[src/rtl/goertzel_pkg.sv]
// Shared types and constants for the Goertzel bin detection stage.
// Powers are 16.16 unsigned fixed point throughout.
package goertzel_pkg;

    typedef enum logic [2:0] {
        IDLE,
        SCAN,
        DECIDE,
        RESTART,
        DRAIN
    } state_t;

    typedef logic [31:0] pwr_t;

    localparam pwr_t THRESH_DEFAULT = 32'h0001_0000;

endpackage

[src/rtl/gbd_max2.sv]
// Running strongest / second-strongest tracker fed one power per cycle.
// Strict compares keep the earliest index on ties and push equal later values into second.
module gbd_max2
    import goertzel_pkg::*;
#(
    parameter int IDX_W = 3
) (
    input  logic             clk,
    input  logic             rstn,
    input  logic             clear,
    input  logic             upd,
    input  logic [31:0]      pwr,
    input  logic [IDX_W-1:0] idx,
    output logic [31:0]      max_pwr,
    output logic [31:0]      second_pwr,
    output logic [IDX_W-1:0] max_idx
);

    always_ff @(posedge clk or negedge rstn) begin
        if (!rstn) begin
            max_pwr    <= '0;
            second_pwr <= '0;
            max_idx    <= '0;
        end else if (clear) begin
            max_pwr    <= '0;
            second_pwr <= '0;
            max_idx    <= '0;
        end else if (upd) begin
            if (pwr > max_pwr) begin
                second_pwr <= max_pwr;
                max_pwr    <= pwr;
                max_idx    <= idx;
            end else if (pwr > second_pwr) begin
                second_pwr <= pwr;
            end
        end
    end

endmodule

[src/rtl/goertzel_bin_detect.sv]
// Snapshots all Goertzel bin powers once every engine is valid, scans them for the
// two strongest bins, issues a registered hit/miss decision and pulses an engine restart.
module goertzel_bin_detect
    import goertzel_pkg::*;
#(
    parameter int   NB       = 8,
    parameter pwr_t THRESH   = THRESH_DEFAULT,
    parameter int   RATIO_SH = 3
) (
    input  logic                  clk,
    input  logic                  rstn,
    input  logic                  en,
    input  logic [NB-1:0]         pwr_valid_i,
    input  logic [NB*32-1:0]      pwr_i,
    output logic                  det_valid_o,
    output logic                  det_hit_o,
    output logic [$clog2(NB)-1:0] det_bin_o,
    output logic [31:0]           det_pwr_o,
    output logic                  restart_o
);

    localparam int IDX_W = $clog2(NB);
    localparam int CMP_W = 32 + RATIO_SH;

    state_t           state;
    pwr_t             snap [NB];
    logic [IDX_W-1:0] idx;
    logic             start;
    pwr_t             max_pwr;
    pwr_t             second_pwr;
    logic [IDX_W-1:0] max_idx;

    // Peak must clear the absolute floor and dominate the runner-up by 2^RATIO_SH;
    // the widened compare keeps the shifted runner-up from wrapping.
    function automatic logic is_hit(input pwr_t peak, input pwr_t runner);
        logic [CMP_W-1:0] peak_w;
        logic [CMP_W-1:0] runner_w;
        peak_w   = CMP_W'(peak);
        runner_w = CMP_W'(runner) << RATIO_SH;
        return (peak >= THRESH) && (peak_w >= runner_w);
    endfunction

    assign start = (state == IDLE) && en && (&pwr_valid_i);

    gbd_max2 #(
        .IDX_W (IDX_W)
    ) u_max2 (
        .clk        (clk),
        .rstn       (rstn),
        .clear      (start),
        .upd        (state == SCAN),
        .pwr        (snap[idx]),
        .idx        (idx),
        .max_pwr    (max_pwr),
        .second_pwr (second_pwr),
        .max_idx    (max_idx)
    );

    always_ff @(posedge clk or negedge rstn) begin
        if (!rstn) begin
            state       <= IDLE;
            idx         <= '0;
            det_valid_o <= 1'b0;
            det_hit_o   <= 1'b0;
            det_bin_o   <= '0;
            det_pwr_o   <= '0;
            restart_o   <= 1'b0;
            for (int k = 0; k < NB; k++) begin
                snap[k] <= '0;
            end
        end else begin
            det_valid_o <= 1'b0;
            restart_o   <= 1'b0;
            case (state)
                IDLE: begin
                    if (start) begin
                        for (int k = 0; k < NB; k++) begin
                            snap[k] <= pwr_i[32*k +: 32];
                        end
                        idx   <= '0;
                        state <= SCAN;
                    end
                end
                SCAN: begin
                    if (idx == IDX_W'(NB - 1)) begin
                        state <= DECIDE;
                    end else begin
                        idx <= idx + IDX_W'(1);
                    end
                end
                DECIDE: begin
                    det_hit_o   <= is_hit(max_pwr, second_pwr);
                    det_bin_o   <= max_idx;
                    det_pwr_o   <= max_pwr;
                    det_valid_o <= 1'b1;
                    state       <= RESTART;
                end
                RESTART: begin
                    restart_o <= 1'b1;
                    state     <= DRAIN;
                end
                DRAIN: begin
                    // Engines hold valid until they are reset; wait for the drop so the
                    // previous frame's sticky valids cannot retrigger a scan.
                    if (pwr_valid_i == '0) begin
                        state <= IDLE;
                    end
                end
                default: state <= IDLE;
            endcase
        end
    end

endmodule

[config.mk]
export PLATFORM = sky130hd
export DESIGN_NAME = goertzel_bin_detect
export DESIGN_NICKNAME = d
export VERILOG_FILES = /design/src/rtl/goertzel_pkg.sv /design/src/rtl/gbd_max2.sv /design/src/rtl/goertzel_bin_detect.sv
export SDC_FILE = /design/constraint.sdc
export NUM_CORES = 1
export LEC_CHECK = 0
export ABC_AREA = 1
export CAP_MARGIN = 20
export CORE_ASPECT_RATIO = 1.4
export CORE_MARGIN = 3
export CORE_UTILIZATION = 55
export CTS_CLUSTER_SIZE = 30
export DETAILED_ROUTE_END_ITERATION = 8
export GPL_ROUTABILITY_DRIVEN = 0
export GPL_TIMING_DRIVEN = 0
export HOLD_SLACK_MARGIN = 0.12
export PLACE_DENSITY_LB_ADDON = 0.2
export SLEW_MARGIN = 20
export SYNTH_ARGS = -nofsm -noshare
export SYNTH_HDL_FRONTEND = slang
export SYNTH_HIERARCHICAL = 1
export SYNTH_SLANG_ARGS = --single-unit
export TNS_END_PERCENT = 10
[constraint.sdc]
create_clock -name clk -period 3.65 [get_ports clk]
set_input_delay 0.73 -clock clk [delete_from_list [all_inputs] [get_ports clk]]
set_output_delay 0.73 -clock clk [all_outputs]
set_load 0.01 [all_outputs]
### Word-level counts from Yosys, hierarchy flattened

Cells that the tools add are included.

| word-level totals | value |
|---|---|
| input bits | 267 |
| output and inout bits | 38 |
| bits in registers | 367 |

| cells by class | value |
|---|---|
| magnitude comparators | 5 |
| reductions and logical operators | 15 |
| equal/unequal tests | 9 |
| $add $sub $neg | 1 |
| mux-type cells | 22 |
| bitwise logic cells | 1 |

Operator list:

| cell | count |
|---|---|
| 2-to-1 mux 32 bit | 9 |
| binary-select mux 32 bit (select 3 bit) | 1 |
| > comparator 32 bit | 2 |
| greater-or-equal comparator 32 x 35 -> 1 bit | 1 |
| greater-or-equal comparator 32 x 17 -> 1 bit, second input constant | 1 |
| 2-to-1 mux 3 bit | 8 |
| one-hot mux 3 bit (5 select lines) | 1 |
| zero test 8 bit | 1 |
| != test 2 bit, second input constant | 4 |
| AND reduction 8 bit | 1 |
| equality test 3 x 2 -> 1 bit, second input constant | 2 |
| equality test 3 bit, second input constant | 2 |
| one-hot mux 3 bit (2 select lines) | 1 |
| AND reduction 2 bit | 3 |
| AND reduction 3 bit | 2 |
| nonzero test 2 bit | 3 |
| greater-or-equal comparator 4 bit, second input constant | 1 |
| inverter 3 -> 4 bit | 1 |
| adder 3 x 1 -> 3 bit, second input constant | 1 |
| equality test 3 x 1 -> 1 bit, second input constant | 1 |
| logical AND 1 bit | 3 |
| zero test 3 bit | 1 |
| nonzero test 3 bit | 1 |
| 2-to-1 mux 1 bit | 2 |

### Logic depth before layout (Yosys ltp)

| logic depth | value |
|---|---|
| depth after elaboration | 9 |
| gate-level depth with buffers | 26 |
| gate-level depth less buffers | 23 |

### Modules after synthesis

Netlist, hierarchy kept.

By module, submodules not included:

| module | cells each | area an instance (um2) | times used |
|---|---|---|---|
| goertzel_bin_detect | 1895 | 14352.5 | 1 |
| gbd_max2 | 644 | 4763.3 | 1 |

### Worst setup path after synthesis

Ideal clock, no wire load.

| timing | value |
|---|---|
| path type | register -> register |
| start | register idx[0] |
| end | register u_max2.second_pwr[10] |
| cell stages (with the launch flop) | 24 |
| arrival time | 2.813 ns |
| slack | 0.719 ns |
| data required time | 3.532 ns |
| cell sequence | dfrtp_1 -> inv_2 -> buf_4 -> buf_4 -> buf_4 -> nor2_1 -> o22ai_1 -> nor2_1 -> a31oi_1 -> ha_1 -> nand2_1 -> inv_1 -> nand2_1 -> nand2_1 -> nand2_1 -> nand3_1 -> a21oi_1 -> nand2_2 -> nand3_2 -> buf_6 -> nand3_4 -> buf_4 -> nand3_1 -> nand2_1 |

| on the way | value |
|---|---|
| word-level cells in the longest chain between the ends | 8 |
| elaborated cells between the ends (all ways) | 12 |
| those cells by class | order compare: 2; mux: 7; bitwise: 1; reduce/logical: 2 |

RTL lines:

| what | RTL line | source |
|---|---|---|
| start: declaration | goertzel_bin_detect.sv:27 | `logic [IDX_W-1:0] idx;` |
| start signal: assignment | goertzel_bin_detect.sv:88 | `idx <= idx + IDX_W'(1);` |
| inverter 3 -> 4 bit (implied by the code) (*) | goertzel_bin_detect.sv:52 | `.pwr (snap[idx]),` |
| binary-select mux 32 bit (select 3 bit) (*) | goertzel_bin_detect.sv:52 |  |
| 2-to-1 mux 32 bit (implied by the code) (*) (2 in a row) | goertzel_bin_detect.sv:52 |  |
| > comparator 32 bit / 2-to-1 mux 32 bit (equally long branches) | gbd_max2.sv:29, gbd_max2.sv:33 |  |
| 2-to-1 mux 32 bit | gbd_max2.sv:29 | `if (pwr > max_pwr) begin` |
| 2-to-1 mux 32 bit | gbd_max2.sv:28 | `end else if (upd) begin` |
| 2-to-1 mux 32 bit | gbd_max2.sv:24 | `end else if (clear) begin` |
| end signal: assignment | gbd_max2.sv:30 | `second_pwr <= max_pwr;` |
| end signal: assignment | gbd_max2.sv:34 | `second_pwr <= pwr;` |
| end: declaration | gbd_max2.sv:15 | `output logic [31:0] second_pwr,` |

Every way passes the cells marked *; elsewhere a longest branch is shown, timed or not. The select of a mux whose other input is x is not followed.
A chain may end at the register's enable or synchronous reset.

### Worst setup path in the final report

| timing | value |
|---|---|
| start | register idx[0] |
| end | register u_max2.max_pwr[10] |

| on the way | value |
|---|---|
| word-level cells in the longest chain between the ends | 7 |
| elaborated cells between the ends (all ways) | 10 |
| those cells by class | order compare: 1; mux: 6; bitwise: 1; reduce/logical: 2 |

RTL lines:

| what | RTL line | source |
|---|---|---|
| inverter 3 -> 4 bit (implied by the code) (*) | goertzel_bin_detect.sv:52 |  |
| binary-select mux 32 bit (select 3 bit) (*) | goertzel_bin_detect.sv:52 |  |
| 2-to-1 mux 32 bit (implied by the code) (*) (2 in a row) | goertzel_bin_detect.sv:52 |  |
| > comparator 32 bit / 2-to-1 mux 32 bit (equally long branches) | gbd_max2.sv:29 |  |
| nonzero test 2 bit (no source line) / 2-to-1 mux 32 bit (equally long branches) | - |  |
| AND reduction 2 bit (no source line) / 2-to-1 mux 32 bit (equally long branches) | - |  |
| end signal: assignment | gbd_max2.sv:31 | `max_pwr <= pwr;` |
| end: declaration | gbd_max2.sv:14 | `output logic [31:0] max_pwr,` |

Marked as above.

==> flow_summary.json <==
{
  "wl_mm": 66.1,
  "status": "finished, violations left",
  "syn2layout_area_growth_pct": 31.9,
  "whs_ns": 0.161,
  "relSlewSlack_pct": 56.3,
  "cts.sinks": 367,
  "die_w_um": 164,
  "diodes": 0,
  "cts_tree": "yes",
  "synthDominantCellAreaShare_pct": 48.0,
  "via_per_inst": 5.70,
  "worstPathMaxFanout": 11,
  "grt_setup_unrepaired": "yes",
  "cts_root_buf": "clkbuf_16",
  "worstMarginPinSlew_ns": 0.656,
  "coreArea_um2": 34200,
  "avgSynthCellArea_um2": 7.53,
  "start_util_pct": 55.8,
  "grt_pass1_wl_mm": 99.4,
  "critical_path_class": "register to register",
  "yosysWarnings": 6,
  "synth_area_leaders": "dfrtp_1 48%, nand2_1 22%, ha_1 6.2%",
  "worst_slack_ns": -0.0357,
  "grt-ovfl-total": 0,
  "postLayoutCellArea_um2": 25200,
  "rows": 80,
  "grtUsageTotal_pct": 34.6,
  "hpwlAfterDp_mm": 48.9,
  "synthCells": 2539,
  "finalNetCount": 3274,
  "numCtsBuffers": 37,
  "hold_class": "input pin to asynchronous set/reset pin",
  "final_common_cell": "nand2_1",
  "vias": 19300,
  "p_int_mw": 12.4,
  "grt-busiest-layer": "met2",
  "netlist_area_um2": 19100,
  "p_switching_mw": 10.4,
  "use_met1_pct": 40.2,
  "maxSlewViolCount": 0,
  "async_flop_share_pct": 100,
  "synth-edff-count": 0,
  "drive_gt1_share_pct": 10.6,
  "synthFlopType": "dfrtp_1",
  "finalHoldViolCount": 0,
  "timing.fmax_mhz": 271,
  "cts-htree-levels": 2,
  "cp-end-kind": "register",
  "power.total_mw": 22.7,
  "cts_hold_buf": 0,
  "place_area_um2": 22800,
  "clk_path_buf_depth": 3,
  "cp.required_ns": 4.10,
  "ys_seq_elements": 367,
  "yosysSeqAreaShare_pct": 48.0,
  "p_leak_nw": 13.0,
  "finClkSkew_ns": 0.0157,
  "period_needed_ns": 3.69,
  "use_met3_pct": 5.03,
  "power.share.clock_pct": 18.2,
  "worstPathArrival_ns": 4.13,
  "drv_cap": 0,
  "pwr-share-seq_pct": 24.0,
  "nFillCells": 2553,
  "ir_drop_uv": 646,
  "io_pins": 305,
  "grt_max_degree": 102,
  "die_y_um": 227,
  "wl_per_cell_um": 19.5,
  "clock_latency_ns": 0.55,
  "grt_pass1_vias": 19100,
  "violations": "negative setup slack",
  "p_comb_share_pct": 57.9,
  "drc": 0,
  "final_cell_mix": "1093 x nand2_1, 365 x dfrtp_1, 303 x clkdlybuf4s50_1",
  "setup-violations-final": 34,
  "synth_nets": 2901,
  "ant_nets": 0,
  "synth.distinct_cells": 32,
  "die-area_um2": 37100,
  "sw_frac_of_total_pct": 45.6,
  "clk_pin_slew_worst_paths_ns": 0.07,
  "first_pass_iters": 8,
  "powerDensity_nw_per_um2": 902,
  "antenna_found_initial": 0,
  "drtIter0Drc": 1972,
  "grt_util_met2_pct": 60.0,
  "synth_top_area_cell": "dfrtp_1",
  "numPortBuffers": 304,
  "fin_crit_sh_pct": 101,
  "startpoint_type": "register"
}
Yosys cell counts, types with 5 or more instances:
cell      count
nand3_1      76
buf_2        52
nand4_1      44
a31oi_1      33
nor2_1      266
o22ai_1      32
inv_2         5
dfrtp_1     367
clkbuf_1     43
nand2_1    1098
a21oi_1      41
ha_1         95
buf_1        11
inv_1       134
o21ai_0     178
buf_4        33
area by class of cell:
| cell class | instances | area, um^2 | area share, % |
|---|---|---|---|
| clock inverters | 14 | 179 | 0.710 |
| repair buffers | 334 | 3390 | 13.4 |
| multi-input cells | 1891 | 9350 | 37.1 |
| well taps | 451 | 564 | 2.24 |
| flip-flops and latches | 367 | 9190 | 36.4 |
| plain buffers | 142 | 885 | 3.51 |
| inverters | 139 | 527 | 2.09 |
| clock buffers | 53 | 1140 | 4.52 |
power by group through the flow:
stage	registers (mW)	clock network (mW)	logic (mW)
after global routing	5.53	4.29	14.3
after global placement	5.49	0	10.3
final	5.45	4.13	13.2
after floorplan	5.37	0	7.20
after detailed placement	5.50	0	10.7
after CTS	5.43	4.13	11.5
flip-flops by register name, indices dropped and copies added (netlist names):
register,count
snap,256
u_max2/max_pwr,32
idx,3
det_hit_o,1
restart_o,1
u_max2/max_idx,3
state,3
u_max2/second_pwr,32
det_valid_o,1
det_bin_o,3
det_pwr_o,32
what timing repair did:
action / in CTS / in global routing
gates cloned: 1 / 4
setup buffers: 7 / 15
resized for setup: 92 / 133
endpoints found under the setup margin: 67 / 67
pin swaps: 4 / 21
final timing paths:
| check | startpoint | endpoint | slack [ns] | cells after the start |
|---|---|---|---|---|
| setup / recovery | idx[0]$_DFFE_PN0P_ | u_max2/max_pwr[10]$_DFFE_PN0P_ | -0.04 | 20 |
| hold / removal | rstn | det_pwr_o[18]$_DFFE_PN0P_ | 0.16 | 1 |
| setup reg to reg | idx[0]$_DFFE_PN0P_ | u_max2/max_pwr[10]$_DFFE_PN0P_ | -0.04 | 20 |
| hold reg to reg | det_pwr_o[21]$_DFFE_PN0P_ | det_pwr_o[21]$_DFFE_PN0P_ | 0.48 | 2 |
| max in group asynchronous | rstn | snap[101]$_DFFE_PN0P_ | 2.12 | 3 |
| min in group clk | det_pwr_o[21]$_DFFE_PN0P_ | det_pwr_o[21]$_DFFE_PN0P_ | 0.48 | 2 |
logic make-up after synthesis:
logic type,count (synthesis),synth area share [%]
and+or+nand+nor,1498,30.8
AOI/OAI and AO/OA,298,8.37
DFF,367,48.0
buffers and inverters,281,6.59
adders and majority gates,95,6.22
critical path, stage by stage (launching register included):
cell and delay (ns):
dfrtp_2 0.48, inv_4 0.07, buf_8 0.14, buf_12 0.15
buf_12 0.13, nor2_1 0.21, o22ai_2 0.15, nor2_4 0.14
a31oi_4 0.06, ha_1 0.33, nand2_1 0.05, inv_1 0.07
nand4_1 0.22, nor3b_4 0.35, nand2_2 0.11, nand2_4 0.14
nand3_4 0.12, nor2_4 0.22, buf_4 0.23, nand2_1 0.08
o21ai_0 0.10
metal layers:
layer / share of wire [%] / routed length (um) / vias to the layer above
li1: - / - / 8824
met1: 35 / 23100 / 9089
met5: 0 / 0 / -
met3: 7.6 / 5020 / 262
met4: 6.9 / 4570 / 0
met2: 51 / 33400 / 1155
per-stage QoR:
step / utilization, % / std cells / setup TNS [ns] / worst slack, ns
after floorplan: - / 2539 / 0 / 0.719
after global placement: 66.4 / 3294 / -5046.53 / -13.69
after detailed placement: 66.6 / 3297 / -41.55 / -0.799
after CTS: 71.7 / 3372 / 0 / 0.00676
after global routing: 73.7 / 3391 / -3.63 / -0.112
final: 73.7 / 3391 / -0.564 / -0.0357
No activity file was read; power rests on OpenSTA's default activity.
